File: src/rtl/nested_select_fsm_if.sv
// nested_select_fsm_if
//   Handshake and data bundle for nested_select_fsm.
//   Input side : in_valid/in_ready carrying in_x, in_y, in_base, plus acc_clear.
//   Output side: out_valid/out_ready carrying out_data, out_sel, out_ovf.
//   busy       : status, high while a tuple is being evaluated or presented.
//   master modport drives the tuple source and result sink; slave is the block.
interface nested_select_fsm_if #(
  parameter int WIDTH = 32
);
  logic             in_valid;
  logic             in_ready;
  logic [WIDTH-1:0] in_x;
  logic [WIDTH-1:0] in_y;
  logic [WIDTH-1:0] in_base;
  logic             acc_clear;
  logic             out_valid;
  logic             out_ready;
  logic [WIDTH-1:0] out_data;
  logic [1:0]       out_sel;
  logic             out_ovf;
  logic             busy;

  modport master (
    output in_valid, in_x, in_y, in_base, acc_clear, out_ready,
    input  in_ready, out_valid, out_data, out_sel, out_ovf, busy
  );

  modport slave (
    input  in_valid, in_x, in_y, in_base, acc_clear, out_ready,
    output in_ready, out_valid, out_data, out_sel, out_ovf, busy
  );
endinterface

File: src/rtl/nested_select_fsm.sv
// nested_select_fsm
//   Accepts one (x, y, base) tuple per transaction, selects an addend from a
//   two-level compare (x == X_CMP, then y == Y_CMP) and emits
//   BIAS + base + addend (+ accumulator when ACCUMULATE != 0).
//   Ports:
//     clk   : rising-edge clock
//     reset : synchronous, active-high
//     bus   : nested_select_fsm_if.slave (tuple input, result output, busy)
//
//   state  | meaning
//   S_INIT | one cycle after reset, out_data held 0
//   S_IDLE | in_ready=1, waiting for a tuple, acc_clear honoured
//   S_EVAL | compare, select addend, form sum, raise out_valid
//   S_OUT  | hold result until out_ready
module nested_select_fsm #(
  parameter int          WIDTH      = 32,
  parameter int unsigned X_CMP      = 0,
  parameter int unsigned Y_CMP      = 100,
  parameter int unsigned BIAS       = 1,
  parameter int unsigned ADD_TT     = 50,
  parameter int unsigned ADD_TF     = 5,
  parameter int unsigned ADD_FT     = 60,
  parameter int unsigned ADD_FF     = 6,
  parameter int unsigned ACCUMULATE = 0
) (
  input logic                clk,
  input logic                reset,
  nested_select_fsm_if.slave bus
);

  typedef enum logic [7:0] {
    S_INIT = 8'd0,
    S_IDLE = 8'd1,
    S_EVAL = 8'd2,
    S_OUT  = 8'd3
  } state_t;

  localparam logic [WIDTH-1:0] X_CMP_W  = WIDTH'(X_CMP);
  localparam logic [WIDTH-1:0] Y_CMP_W  = WIDTH'(Y_CMP);
  localparam logic [WIDTH-1:0] BIAS_W   = WIDTH'(BIAS);
  localparam logic [WIDTH-1:0] ADD_TT_W = WIDTH'(ADD_TT);
  localparam logic [WIDTH-1:0] ADD_TF_W = WIDTH'(ADD_TF);
  localparam logic [WIDTH-1:0] ADD_FT_W = WIDTH'(ADD_FT);
  localparam logic [WIDTH-1:0] ADD_FF_W = WIDTH'(ADD_FF);

  state_t           state_q, state_d;
  logic [WIDTH-1:0] x_q, x_d;
  logic [WIDTH-1:0] y_q, y_d;
  logic [WIDTH-1:0] base_q, base_d;
  logic [WIDTH-1:0] acc_q, acc_d;
  logic [WIDTH-1:0] out_data_q, out_data_d;
  logic [1:0]       out_sel_q, out_sel_d;
  logic             out_ovf_q, out_ovf_d;
  logic             out_valid_q, out_valid_d;
  logic             in_ready_q, in_ready_d;
  logic             busy_q, busy_d;

  logic [1:0]       sel;
  logic [WIDTH-1:0] addend;
  logic [WIDTH-1:0] acc_term;
  logic [WIDTH:0]   sum;

  // Datapath works on the captured tuple, so it is only meaningful in S_EVAL.
  always_comb begin
    sel = {(x_q == X_CMP_W), (y_q == Y_CMP_W)};
    case (sel)
      2'b11:   addend = ADD_TT_W;
      2'b10:   addend = ADD_TF_W;
      2'b01:   addend = ADD_FT_W;
      default: addend = ADD_FF_W;
    endcase
    acc_term = (ACCUMULATE != 0) ? acc_q : '0;
    // Carry beyond bit WIDTH is dropped; out_ovf reports bit WIDTH only.
    sum = {1'b0, BIAS_W} + {1'b0, base_q} + {1'b0, addend} + {1'b0, acc_term};
  end

  always_comb begin
    state_d     = state_q;
    x_d         = x_q;
    y_d         = y_q;
    base_d      = base_q;
    acc_d       = acc_q;
    out_data_d  = out_data_q;
    out_sel_d   = out_sel_q;
    out_ovf_d   = out_ovf_q;
    out_valid_d = out_valid_q;
    in_ready_d  = in_ready_q;
    busy_d      = busy_q;

    case (state_q)
      S_INIT: begin
        out_data_d = '0;
        in_ready_d = 1'b1;
        state_d    = S_IDLE;
      end
      S_IDLE: begin
        // Clear lands before the capture, so a same-cycle tuple sees acc = 0.
        if (bus.acc_clear) acc_d = '0;
        if (bus.in_valid && in_ready_q) begin
          x_d        = bus.in_x;
          y_d        = bus.in_y;
          base_d     = bus.in_base;
          in_ready_d = 1'b0;
          busy_d     = 1'b1;
          state_d    = S_EVAL;
        end
      end
      S_EVAL: begin
        out_data_d  = sum[WIDTH-1:0];
        out_ovf_d   = sum[WIDTH];
        out_sel_d   = sel;
        out_valid_d = 1'b1;
        if (ACCUMULATE != 0) acc_d = sum[WIDTH-1:0];
        state_d     = S_OUT;
      end
      S_OUT: begin
        if (out_valid_q && bus.out_ready) begin
          out_valid_d = 1'b0;
          busy_d      = 1'b0;
          in_ready_d  = 1'b1;
          state_d     = S_IDLE;
        end
      end
      default: begin
        out_valid_d = 1'b0;
        in_ready_d  = 1'b0;
        busy_d      = 1'b0;
        state_d     = S_INIT;
      end
    endcase
  end

  always_ff @(posedge clk) begin
    if (reset) begin
      state_q     <= S_INIT;
      x_q         <= '0;
      y_q         <= '0;
      base_q      <= '0;
      acc_q       <= '0;
      out_data_q  <= '0;
      out_sel_q   <= '0;
      out_ovf_q   <= 1'b0;
      out_valid_q <= 1'b0;
      in_ready_q  <= 1'b0;
      busy_q      <= 1'b0;
    end else begin
      state_q     <= state_d;
      x_q         <= x_d;
      y_q         <= y_d;
      base_q      <= base_d;
      acc_q       <= acc_d;
      out_data_q  <= out_data_d;
      out_sel_q   <= out_sel_d;
      out_ovf_q   <= out_ovf_d;
      out_valid_q <= out_valid_d;
      in_ready_q  <= in_ready_d;
      busy_q      <= busy_d;
    end
  end

  assign bus.in_ready  = in_ready_q;
  assign bus.out_valid = out_valid_q;
  assign bus.out_data  = out_data_q;
  assign bus.out_sel   = out_sel_q;
  assign bus.out_ovf   = out_ovf_q;
  assign bus.busy      = busy_q;

endmodule

File: src/flat_wrapper.sv
// flat-port wrapper written by rule: the top's interface ports become plain ports
module nested_select_fsm_flat 
#(
  parameter int          WIDTH      = 32,
  parameter int unsigned X_CMP      = 0,
  parameter int unsigned Y_CMP      = 100,
  parameter int unsigned BIAS       = 1,
  parameter int unsigned ADD_TT     = 50,
  parameter int unsigned ADD_TF     = 5,
  parameter int unsigned ADD_FT     = 60,
  parameter int unsigned ADD_FF     = 6,
  parameter int unsigned ACCUMULATE = 0
)
  (clk, reset, bus_in_valid, bus_in_x, bus_in_y, bus_in_base, bus_acc_clear, bus_out_ready, bus_in_ready, bus_out_valid, bus_out_data, bus_out_sel, bus_out_ovf, bus_busy);
  nested_select_fsm_if #(.WIDTH(WIDTH)) bus_i ();
  input logic clk;
  input logic reset;
  input wire logic [$bits(bus_i.in_valid)-1:0] bus_in_valid;
  input wire logic [$bits(bus_i.in_x)-1:0] bus_in_x;
  input wire logic [$bits(bus_i.in_y)-1:0] bus_in_y;
  input wire logic [$bits(bus_i.in_base)-1:0] bus_in_base;
  input wire logic [$bits(bus_i.acc_clear)-1:0] bus_acc_clear;
  input wire logic [$bits(bus_i.out_ready)-1:0] bus_out_ready;
  output wire logic [$bits(bus_i.in_ready)-1:0] bus_in_ready;
  output wire logic [$bits(bus_i.out_valid)-1:0] bus_out_valid;
  output wire logic [$bits(bus_i.out_data)-1:0] bus_out_data;
  output wire logic [$bits(bus_i.out_sel)-1:0] bus_out_sel;
  output wire logic [$bits(bus_i.out_ovf)-1:0] bus_out_ovf;
  output wire logic [$bits(bus_i.busy)-1:0] bus_busy;
  assign bus_i.in_valid = bus_in_valid;
  assign bus_i.in_x = bus_in_x;
  assign bus_i.in_y = bus_in_y;
  assign bus_i.in_base = bus_in_base;
  assign bus_i.acc_clear = bus_acc_clear;
  assign bus_i.out_ready = bus_out_ready;
  assign bus_in_ready = bus_i.in_ready;
  assign bus_out_valid = bus_i.out_valid;
  assign bus_out_data = bus_i.out_data;
  assign bus_out_sel = bus_i.out_sel;
  assign bus_out_ovf = bus_i.out_ovf;
  assign bus_busy = bus_i.busy;
  nested_select_fsm #(.WIDTH(WIDTH), .X_CMP(X_CMP), .Y_CMP(Y_CMP), .BIAS(BIAS), .ADD_TT(ADD_TT), .ADD_TF(ADD_TF), .ADD_FT(ADD_FT), .ADD_FF(ADD_FF), .ACCUMULATE(ACCUMULATE)) u_core (.clk(clk), .reset(reset), .bus(bus_i));
endmodule
File: config.mk
export PLATFORM = sky130hd
export DESIGN_NAME = nested_select_fsm_flat
export DESIGN_NICKNAME = d
export VERILOG_FILES = /design/src/rtl/nested_select_fsm_if.sv /design/src/rtl/nested_select_fsm.sv /design/src/flat_wrapper.sv
export SDC_FILE = /design/constraint.sdc
export NUM_CORES = 1
export LEC_CHECK = 0
export CORE_UTILIZATION = 45
export CTS_CLUSTER_DIAMETER = 200
export CTS_CLUSTER_SIZE = 16
export DETAILED_ROUTE_END_ITERATION = 10
export PLACE_DENSITY = 0.73
export SYNTH_ARGS = -nofsm -noshare
export SYNTH_HDL_FRONTEND = slang
export SYNTH_SLANG_ARGS = --single-unit
File: constraint.sdc
create_clock -name clk -period 3.35 [get_ports clk]
set_input_delay 0.5025 -clock clk [delete_from_list [all_inputs] [get_ports clk]]
set_output_delay 0.5025 -clock clk [all_outputs]
set_load 0.1 [all_outputs]
# After elaboration in Yosys (flattened, before gate mapping)
# Cells that the tools add are included.
[word_totals]
ff_bits = 142
out_inout_bits = 38
word_cells = 48
[classes]
addsub = 2
n_eq_ne = 9
n_mux = 12
bitwise_logic = 3
reduce_logical = 12
[op_table]
columns = ["operator", "n"]
rows = [
  ["one-hot mux 32 bit (2 select lines)", 1],
  ["adder 1 x 32 -> 33 bit (first input constant)", 1],
  ["adder 33 x 6 -> 33 bit", 1],
  ["equality test 32 x 7 -> 1 bit (second input constant)", 1],
  ["logical NOT 32 bit", 1],
  ["one-hot mux 8 bit (4 select lines)", 1],
  ["one-hot mux 6 bit (3 select lines)", 1],
  ["equality test 8 x 2 -> 1 bit (second input constant)", 2],
  ["2-to-1 mux 8 bit", 2],
  ["equality test 8 x 1 -> 1 bit (second input constant)", 1],
  ["logical NOT 8 bit", 1],
  ["one-hot mux 1 bit (3 select lines)", 2],
  ["AND reduction 2 bit", 3],
  ["AND reduction 3 bit", 2],
  ["equality test 2 bit (second input constant)", 2],
  ["2-to-1 mux 1 bit", 4],
  ["inequality test 2 x 1 -> 1 bit (second input constant)", 2],
  ["one-hot mux 1 bit (4 select lines)", 1],
  ["OR reduction 2 bit", 2],
  ["NOT 1 bit", 3],
  ["equality test 2 x 1 -> 1 bit (second input constant)", 1],
  ["logical AND 1 bit", 2],
  ["nonzero test 2 bit", 1],
]

# Logic depth before layout (Yosys ltp)
[depth]
ltp_word = 5
depth_mapped = 15
mapped_depth_nobuf = 14

# Worst setup path after synthesis
# OpenSTA, ideal clock, no wires.
[synth_timing]
path_type = "register -> register"
startpoint = "reg u_core.y_q[11]"
endpoint = "reg u_core.out_data_q[18], in the netlist u_core.bus.out_data[18]"
setup_ns = 0.070
arrival_time_ns = 2.909
path_slack_ns = 0.370
stages_incl_launch_ff = 16
n_path_buf = 1
synth_period_minus_slack_ns = 2.980
cell_sequence = "dfxtp_1 nor4b_1 nand4_1 nor2_1 inv_1 ha_1 inv_1 ha_1 inv_1 fa_1 a21o_1 nand4_4 buf_2 a211oi_1 mux2_2 a21oi_1"
[synth_between]
elab_chain_cells = 5
elab_cells_between_ends = 7
[synth_rtl]
columns = ["element", "line_no", "rtl"]
rows = [
  ["from (decl)", "nested_select_fsm.sv:48", "logic [WIDTH-1:0] y_q, y_d;"],
  ["from (signal assigned)", "nested_select_fsm.sv:149", "y_q <= y_d;"],
  ["equality test 32 x 7 -> 1 bit *", "nested_select_fsm.sv:65", "sel = {(x_q == X_CMP_W), (y_q == Y_CMP_W)};"],
  ["via u_core.sel[0]", "nested_select_fsm.sv:58", "logic [1:0] sel;"],
  ["equality test 2 x 1 -> 1 bit / equality test 2 bit (equally long branches)", "nested_select_fsm.sv:66", "case (sel)"],
  ["one-hot mux 6 bit (3 select lines) *", "nested_select_fsm.sv:66", ""],
  ["adder 33 x 6 -> 33 bit *", "nested_select_fsm.sv:74", "sum = {1'b0, BIAS_W} + {1'b0, base_q} + {1'b0, addend} + {1'b0, acc_term};"],
  ["one-hot mux 32 bit (2 select lines) *", "nested_select_fsm.sv:90", "case (state_q)"],
  ["to (signal assigned)", "nested_select_fsm.sv:152", "out_data_q <= out_data_d;"],
  ["to (decl)", "nested_select_fsm.sv:51", "logic [WIDTH-1:0] out_data_q, out_data_d;"],
]
# The timed path passes the listed nets; every way through them passes the cells marked *.
# A chain may end at the register's enable or synchronous reset.

# Final worst setup path
[layout_timing]
startpoint = "reg u_core.x_q[16]"
endpoint = "reg u_core.out_data_q[24], in the netlist u_core.bus.out_data[24]"
[layout_between]
elab_chain_cells = 5
elab_cells_between_ends = 7
[layout_rtl]
columns = ["element", "line_no", "rtl"]
rows = [
  ["from (decl)", "nested_select_fsm.sv:47", "logic [WIDTH-1:0] x_q, x_d;"],
  ["from (signal assigned)", "nested_select_fsm.sv:136", "x_q <= '0;"],
  ["from (signal assigned)", "nested_select_fsm.sv:148", "x_q <= x_d;"],
  ["logical NOT 32 bit *", "nested_select_fsm.sv:65", ""],
  ["via u_core.sel[1]", "nested_select_fsm.sv:58", ""],
  ["equality test 2 x 1 -> 1 bit / equality test 2 bit (equally long branches)", "nested_select_fsm.sv:66", ""],
  ["one-hot mux 6 bit (3 select lines) *", "nested_select_fsm.sv:66", ""],
  ["adder 33 x 6 -> 33 bit *", "nested_select_fsm.sv:74", ""],
  ["one-hot mux 32 bit (2 select lines) *", "nested_select_fsm.sv:90", ""],
]
# Marked as above.

==> results by group <==
Run status
  • Outcome: complete, no violations

Drt
  • 1st-iter DRT viols: 221
  • Antenna Violating Nets Remaining: 0
  • Via count: 5389
  • Wire per inst: 14.07 um
  • Final WL: 14670 um
  • Initial DRT Pass Iterations: 4
  • Vias per cell: 5.167
  • Post-route DRC: 0

Global routing
  • Overflow after GRT: 0
  • GRT Util Overall: 0.2163
  • First-pass GRT wire length: 24020 um
  • Largest net degree at the start of global routing: 97
  • Vias in the first global route: 5154
  • Initial antenna violation count: 0

Clocking
  • # H-tree levels: 4
  • TritonCTS Buffers: 17
  • Clock Tree Buf Depth: 2
  • CTS tree: yes
  • Worst-skew pair later-pin latency: 0.42 ns
  • Clock Tree Root: clkbuf_16
  • CTS Sinks: 136
  • Clock slew at reported path FFs: 0.05 ns

Yosys
  • Yosys top cell by area: dfxtp_1
  • Syn nets: 847
  • Top post-synthesis cells by area: dfxtp_1 (45%), nand2_1 (14%), a21oi_1 (9.3%), xnor2_1 (3.4%), ha_1 (2.9%)
  • Total of warnings raised by yosys: 0
  • Number of flops mapped to enable cells by yosys: 0
  • Synth Flop Type: dfxtp_1
  • Ys async rst share: 0
  • Avg Cell Area, Syn: 8.206 sq um
  • Synthesized instance count: 731
  • Cell Area, Synth: 5998 sq um
  • Top cell type's share of synthesized area: 0.4539
  • Synth unique cells: 55
  • Sequential share of the synthesized area: 0.4539
  • Yosys reg bits: 136

Floorplan
  • Die Span Y: 117.5 um
  • Starting Density: 0.4677
  • I/O pin count: 139
  • Die width: 117.5 um
  • DIE AREA: 13800 sq um
  • Core area: 12820 sq um
  • Rows: 41

Timing
  • Final Skew: 0.007170 ns
  • Unrepaired setup endpoints after global routing: false
  • Slew headroom: 0.3032
  • Final Hold Fails: 0
  • Final min period: 3.189 ns
  • Final period util: 0.9518
  • Worst Tran Pin Value: 1.045 ns
  • Slew Viols, Final: 0
  • Worst hold margin: 0.4461 ns
  • # setup viols final: 0
  • TNS Setup: 0 ns
  • Max Clk Rate: 0.3136 GHz

Setup path
  • Startpoint Class: flop
  • Worst Path Arrival: 3.49 ns
  • Worst Path Required: 3.65 ns
  • CP max FO: 11
  • Reg2Reg Setup Slack: 0.16 ns
  • Critical Setup Path Class: flop to flop
  • Critical Path End Type: flop

Final layout
  • ANT cells: 0
  • Final Instance Area: 8234 sq um
  • Commonest non-fill, non-tap cell in the layout: nand2_1
  • Non-Filler Instances: 1043
  • Final net count: 974
  • Fillers: 1122
  • Area grow syn2layout: 37.28%
  • Most frequent cells in the layout: nand2_1 (230), dfxtp_1 (136), clkdlybuf4s50_1 (135)
  • Layout cells sized above 1: 0.09185

Placed design
  • DP HPWL: 10340 um
  • Placed Cells: 1007
  • Gp weighted congestion: 0.8317
  • Placed Instance Area: 7506 sq um
  • Port-buffer cells: 137

Min path
  • Worst min path class: flop to flop

Power
  • VDD IR max: 0.3547 mV
  • Leak Pwr: 0.002749 uW
  • Power Density: 630.0 nW/um^2

Flow run
  • Max_cap viols: 0
## routing by layer
layer | up-vias | routed length (um) | track usage
li1 | 2739 | - | -
met3 | 17 | 774 | 0.05669
met4 | 0 | 227 | 0.08574
met2 | 131 | 7465 | 0.3828
met1 | 2502 | 6205 | 0.2472
met5 | - | 0 | 0
## what timing repair did
action	in CTS	in global routing
hold endpoints to repair	0	0
gates resized for setup	0	6
hold buffers	0	0
setup buffers	0	4
endpoints found under the setup margin	0	13
## registers in the layout (all words and copies together) (netlist names)
name and cells:
u_core.bus.out_sel 2, u_core.x_q 32, u_core.bus.out_valid 1, u_core.base_q 32, u_core.state_q 2, u_core.bus.in_ready 1
u_core.y_q 32, u_core.bus.out_data 32, u_core.bus.out_ovf 1, u_core.bus.busy 1
## per-stage QoR
step | utilization | setup WS (ns) | power (uW)
2_1_floorplan | - | 0.3701 | 2704
3_3_place_gp | 0.5853 | 0.06734 | 3063
3_5_place_dp | 0.5853 | 0.06730 | 3091
4_1_cts | 0.6380 | 0.03294 | 5209
5_1_grt | 0.6420 | 0.01960 | 5419
6_report | 0.6420 | 0.1613 | 5188
## final timing paths
path                           startpoint                      end  depth (start not counted)
setup / recovery           u_core.x_q[16]  u_core.bus.out_data[24]                         15
hold / removal    u_core.bus.out_data[21]  u_core.bus.out_data[21]                          2
setup reg to reg           u_core.x_q[16]  u_core.bus.out_data[24]                         15
hold reg to reg   u_core.bus.out_data[21]  u_core.bus.out_data[21]                          2
## Yosys cell counts, drive strengths merged, types with 2 or more instances
cell type and n:
nand2 231, dfxtp 136, a21oi 112, clkbuf 37, o21ai 25, xnor2 23
nor2 17, ha 14, inv 14, nor4 14, nand4 11, a211oi 10
buf 10, a2111oi 9, nand3 7, nor3b 6, and4 5, nor3 5
mux2i 4, nand2b 4, a21boi 3, a21o 3, and2 3, and3 3
nor4b 3, o211ai 3, mux2 2, o21a 2, or3 2
## cell type report
cell class | count | area (sq um) | share of cell area
clock buffer | 19 | 452.9 | 0.05501
clock inverter | 13 | 224.0 | 0.02720
inverter | 14 | 52.55 | 0.006382
multi-input combinational | 533 | 3048 | 0.3702
sequential | 136 | 2723 | 0.3306
tap | 172 | 215.2 | 0.02614
timing repair buffer | 156 | 1519 | 0.1845
## power breakdown
part / total (uW) / internal, uW / switching [uW]
registers: 1820 / 1730 / 89.6
logic: 1250 / 482 / 767
clock network: 2120 / 1430 / 688
total: 5190 / 3640 / 1540
## logic make-up (layout without fill, tap and decap cells)
| kind of cell | count (synthesis) | after routing | share of synthesized area |
|---|---|---|---|
| and+or+nand+nor | 316 | 316 | 0.2395 |
| AOI/OAI and AO/OA | 172 | 172 | 0.1836 |
| DFF | 136 | 136 | 0.4539 |
| buffers and inverters | 62 | 202 | 0.04506 |
| xor gates and xnor gates | 24 | 24 | 0.03504 |
| adders and majority gates | 15 | 15 | 0.03254 |
| muxes | 6 | 6 | 0.01043 |
## critical path: stages, from the launching register on
cell	delay, ns
dfxtp_1	0.32
nor4_1	0.33
nand4_1	0.17
nor2_1	0.17
buf_4	0.15
ha_1	0.14
inv_1	0.04
ha_1	0.19
inv_1	0.07
fa_1	0.21
a21o_1	0.19
nand4_4	0.24
buf_4	0.23
a2111oi_4	0.34
xnor2_1	0.20
o21ai_1	0.08
(Power assumes the default switching activity.)
